**src/rtl/arith_shift_sequencer.sv**
```systemverilog
// arith_shift_sequencer
// Multi-cycle arithmetic right shifter: one sign-preserving 1-bit shift per
// clock, then presents the result on Out with a one-cycle Done pulse.
// Optional build macro: ROUND_EN -- when defined, the final value is rounded
// half up (Acc + last bit shifted out); otherwise it is truncated toward -inf.
module arith_shift_sequencer #(
  parameter int WIDTH = 8,
  parameter int CNT_W = 3
) (
  input  logic             Clk,
  input  logic             Reset,
  input  logic             Start,
  input  logic [WIDTH-1:0] In1,
  input  logic [CNT_W-1:0] Shamt,
  output logic             Busy,
  output logic             Done,
  output logic [WIDTH-1:0] Out
);

  typedef enum logic {S_IDLE = 1'b0, S_SHIFT = 1'b1} state_t;

  state_t           r_state;
  state_t           w_state_nxt;
  logic [WIDTH-1:0] r_acc;
  logic [CNT_W-1:0] r_cnt;
  logic [WIDTH-1:0] r_out;
  logic             r_done;
  logic             w_accept;
  logic             w_step;
  logic             w_fin;
  logic [WIDTH-1:0] w_final;

  // State register
  always_ff @(posedge Clk) begin
    if (Reset) r_state <= S_IDLE;
    else       r_state <= w_state_nxt;
  end

  // Next-state logic: leave IDLE on Start, return once the count is exhausted
  always_comb begin
    w_state_nxt = r_state;
    case (r_state)
      S_IDLE:  if (Start) w_state_nxt = S_SHIFT;
      S_SHIFT: if (r_cnt == '0) w_state_nxt = S_IDLE;
      default: w_state_nxt = S_IDLE;
    endcase
  end

  // Output / control decode from the current state
  always_comb begin
    Busy     = (r_state == S_SHIFT);
    w_accept = (r_state == S_IDLE) && Start;
    w_step   = (r_state == S_SHIFT) && (r_cnt != '0);
    w_fin    = (r_state == S_SHIFT) && (r_cnt == '0);
  end

`ifdef ROUND_EN
  logic r_rb;

  // Round bit: last bit shifted out; cleared on accept so Shamt=0 adds nothing
  always_ff @(posedge Clk) begin
    if (Reset)         r_rb <= 1'b0;
    else if (w_accept) r_rb <= 1'b0;
    else if (w_step)   r_rb <= r_acc[0];
  end

  // After at least one shift the magnitude fits in WIDTH-1 bits, so no wrap
  always_comb w_final = r_acc + {{(WIDTH-1){1'b0}}, r_rb};
`else
  // Plain truncation toward -inf
  always_comb w_final = r_acc;
`endif

  // Datapath: load on accept, shift with sign replication, publish on finish
  always_ff @(posedge Clk) begin
    if (Reset) begin
      r_acc  <= '0;
      r_cnt  <= '0;
      r_out  <= '0;
      r_done <= 1'b0;
    end else begin
      r_done <= w_fin;
      if (w_accept) begin
        r_acc <= In1;
        r_cnt <= Shamt;
      end else if (w_step) begin
        r_acc <= {r_acc[WIDTH-1], r_acc[WIDTH-1:1]};
        r_cnt <= r_cnt - 1'b1;
      end
      if (w_fin) r_out <= w_final;
    end
  end

  assign Done = r_done;
  assign Out  = r_out;

endmodule

```
**config.mk**
```make
export PLATFORM = sky130hd
export DESIGN_NAME = arith_shift_sequencer
export DESIGN_NICKNAME = d
export VERILOG_FILES = /design/src/rtl/arith_shift_sequencer.sv
export SDC_FILE = /design/constraint.sdc
export NUM_CORES = 1
export LEC_CHECK = 0
export CAP_MARGIN = 0
export CELL_PAD_IN_SITES_DETAIL_PLACEMENT = 0
export CELL_PAD_IN_SITES_GLOBAL_PLACEMENT = 1
export CORE_MARGIN = 4
export CORE_UTILIZATION = 34
export CTS_CLUSTER_SIZE = 25
export DETAILED_ROUTE_END_ITERATION = 6
export PLACE_DENSITY_LB_ADDON = 0.1
export SETUP_SLACK_MARGIN = 0.5
export SYNTH_ARGS = -nofsm -noshare
export SYNTH_HDL_FRONTEND = slang
export SYNTH_SLANG_ARGS = --single-unit
```
**constraint.sdc**
```tcl
create_clock -name Clk -period 1.4 [get_ports Clk]
set_input_delay 0.28 -clock Clk [delete_from_list [all_inputs] [get_ports Clk]]
set_output_delay 0.28 -clock Clk [all_outputs]
set_load 0.03 [all_outputs]
```
==> summary.md <==
| Metric | Value |
|---|---|
| Initial antenna violation count | `0` |
| GRT Total Usage | `0.137` |
| CP endpoint kind | `flop` |
| First-pass GRT wire length | `between 3000 and 4000 microns` |
| Detailed Place HPWL | `1520 microns` |
| Final setup violation count | `0` |
| Clk_skew | `~0.0028 ns` |
| Critical Path Max Stage Delay | `0.36 ns` |
| Setup ws final | `~0.11 ns` |
| Seq/Total Area, Yosys | `0.452` |
| Placed Area | `roughly 0.0013 sq mm` |
| Reg2reg start | `r_cnt[1]` |
| Status | `finished clean` |
| Upper clock frequency limit | `about 0.8 GHz` |
| Fin crit share | `0.918` |
| Die Span Y | `approximately 60 microns` |
| Clock Path Buffers | `2` |
| H-tree depth | `1` |
| Unique masters post-synth | `27` |
| Reg-to-reg endpoint | `r_cnt[1]` |
| Final Hold Fails | `0` |
| Final #Nets | `approximately 160` |
| Reg-to-reg slack, setup | `0.11 ns` |
| Buffer and inverter count on the worst path | `2` |
| Combinational share of power | `0.360` |
| Net switching power | `between 400 and 500 uW` |
| Largest net degree at the start of global routing | `21` |
| TritonRoute pass-1 iters | `4` |
| Routed WL | `about 2300 microns` |
| Crit-path cells | `inv_2, ha_4, and3b_2, buf_4, o21ai_2, a21oi_1` |
| Io pins | `24` |
| Tightest Pin Transition | `0.176 ns` |
| Die X | `between 60 and 70 microns` |
| Synthesized instance count | `about 100` |
| Critical path capture point | `r_cnt[1]` |
| Top cells by instance count after synthesis | `21 x a21oi_1, 21 x dfxtp_1, 18 x nand2_1` |
| Syn_nets | `120` |
| R2R depth | `6` |
| Data required, critical path | `roughly 1.6 ns` |
| DR vias/cell | `slightly above 5` |
| Setup slack at placement | `-0.143 ns` |
| Hold crit path type | `flop to flop` |
| Worst Setup Start Kind | `flop` |
| DRT iter0 DRCs | `14` |
| Sequential power share | `0.448` |
| Synth warn | `0` |
| P_leak | `about 0.0006 uW` |
| Most frequently used flop master after synthesis | `dfxtp_1` |
| Port Buffers | `23` |
| Top cells by area, synth | `dfxtp_1 45%, a21oi_1 11%, nand2_1 7.3%, mux2i_1 6.5%, a211oi_1 4.8%` |
| Layout area overhead | `64.6%` |
| Vias in the first global route | `between 800 and 900` |
| WL/cell | `roughly 13 microns` |
| Synth top area share | `0.452` |
| Share of cells above drive strength 1 | `0.507` |
| TritonCTS buffer count | `3` |
| Slowest stage cell, crit path | `dfxtp_2` |
| CTS tree | `yes` |
| Initial Utilization | `0.365` |
| # rows | `18` |
| Yosys reg bits | `21` |
| Slew margin rel. | `0.879` |
| Number of flops mapped to enable cells by yosys | `0` |
| Fin area | `0.00153 sq mm` |
| Crit path max fanout | `6` |
| Instance count on the critical path | `6` |
| Post-synth ARST share | `0` |
| Power Dens Cells | `between 1000 and 1500 mW/mm^2` |
| Max Cap Viol | `0` |
| CP Class | `flop to flop` |
| Synth area leader | `dfxtp_1` |
| CP Launch Point | `r_cnt[1]` |
| Core ar. | `around 0.0025 sq mm` |
| Arr. time, crit path | `1.49 ns` |
| Fin crit period | `1.29 ns` |
| Clock Sinks | `21` |
| # fillers | `roughly 240` |
| Avg Cell Area, Syn | `8.94 sq um` |
| GRT overflow | `0` |
| GP Congestion | `0.751` |
| Residual DRC count | `0` |
| Clock-pin slew on the worst setup and hold paths | `around 0.12 ns` |
| Family with the most delay on the worst path | `flip-flops` |
| Cell area after synthesis | `930 sq um` |
| DR vias | `892` |
| Total negative slack | `0 ns` |
| Root buf cell | `clkbuf_4` |
| Clock power frac | `0.191` |
| RSZ-0062 raised after global routing | `true` |
| Slew Viols, Final | `0` |
| Die area | `0.00363 sq mm` |
| Int Pwr | `about 1100 uW` |
| ANT cells | `0` |
| Sw Ratio | `0.315` |
| Peak VDD IR | `a little over 0.8 mV` |
| Routed Antenna Nets | `0` |
| Clock Latency Late Sink | `~0.31 ns` |
## area by class of cell
class,count,area [sq um],area share
multi-input combinational,71,553,0.361
sequential,21,438,0.286
timing repair buffer,45,453,0.296
clock inverter,1,5.00,0.00327
clock buffer,3,22.5,0.0147
inverter,5,21.3,0.0139
tap,30,37.5,0.0245
## sequential cells by signal, indices dropped and copies added, names as in the netlist
signal  flops
Busy        1
r_acc       8
r_cnt       3
Out         8
Done        1
## worst register-to-register path, delay by kind of cell, from the launching register on
kind                     cells  cell delay, ns
AND/OR/NAND/NOR              1            0.24
adder cells (fa/ha/maj)      1            0.16
buffers and inverters        2            0.22
flip-flops                   1            0.36
AO/OA/AOI/OAI                2            0.22
## metal layers
layer  vias up  routed length (microns)  share of wire  track usage
met5         -                        0              0            0
li1        448                        -              -            -
met4         0                       15         0.0064       0.0380
met3         2                      123          0.053       0.0432
met1       427                      994           0.43        0.165
met2        15                     1190           0.51        0.233
## what timing repair did
action	4_1_cts	5_1_grt
endpoints found under the hold margin	0	0
cloned	1	0
buffers inserted	4	6
endpoints found under the setup margin	31	31
hold buffers	0	0
gates resized for setup	87	16
pin swaps	0	4
## power by group through the flow
| stage | logic (uW) | clock network (uW) | registers, uW |
|---|---|---|---|
| 2_1_floorplan | 248 | 0 | 730 |
| 3_3_place_gp | 427 | 0 | 705 |
| 3_5_place_dp | 432 | 0 | 707 |
| 4_1_cts | 496 | 318 | 700 |
| 5_1_grt | 613 | 338 | 712 |
| 6_report | 566 | 300 | 704 |
## cell families (layout without fill, tap and decap cells)
family	after synthesis	in the layout	synth area share
flip-flops	21	21	0.452
adder cells (fa/ha/maj)	2	2	0.0269
multiplexers	6	6	0.0646
AND/OR/NAND/NOR	30	30	0.172
AO/OA/AOI/OAI	33	33	0.207
buffers and inverters	12	54	0.0767
## through the flow
stage / power, uW / util / hold WS [ns] / std cells
3_5_place_dp: 1140 / 0.510 / 0.447 / 161
5_1_grt: 1660 / 0.601 / 0.499 / 176
6_report: 1570 / 0.601 / 0.466 / 176
2_1_floorplan: 979 / - / 0.417 / 104
4_1_cts: 1510 / 0.562 / 0.470 / 170
3_3_place_gp: 1130 / 0.510 / 0.442 / 161
## how the worst min path moves through the flow
stage | startpoint | endpoint | slack [ns] | cells after the start
floorplan | In1[7] | r_acc[7] | 0.42 | 2
global placement | Out[1] | Out[1] | 0.44 | 2
detailed placement | Out[3] | Out[3] | 0.45 | 2
finish | Out[3] | Out[3] | 0.47 | 2
CTS | Out[3] | Out[3] | 0.47 | 2
global route | Out[3] | Out[3] | 0.50 | 2
## cell usage in the layout, fill, tap and decap left out, types with 2 or more instances in the layout
| cell | instances |
|---|---|
| buf_12 | 3 |
| nor2_1 | 2 |
| a211oi_2 | 6 |
| inv_1 | 3 |
| dfxtp_1 | 9 |
| dfxtp_2 | 11 |
| buf_6 | 13 |
| o21ai_0 | 2 |
| clkdlybuf4s50_1 | 12 |
| clkbuf_4 | 3 |
| a21oi_2 | 5 |
| mux2i_1 | 6 |
| ha_4 | 2 |
| nand2_1 | 17 |
| a21oi_1 | 16 |
| buf_4 | 15 |
No activity file was read; power rests on OpenSTA's default activity.
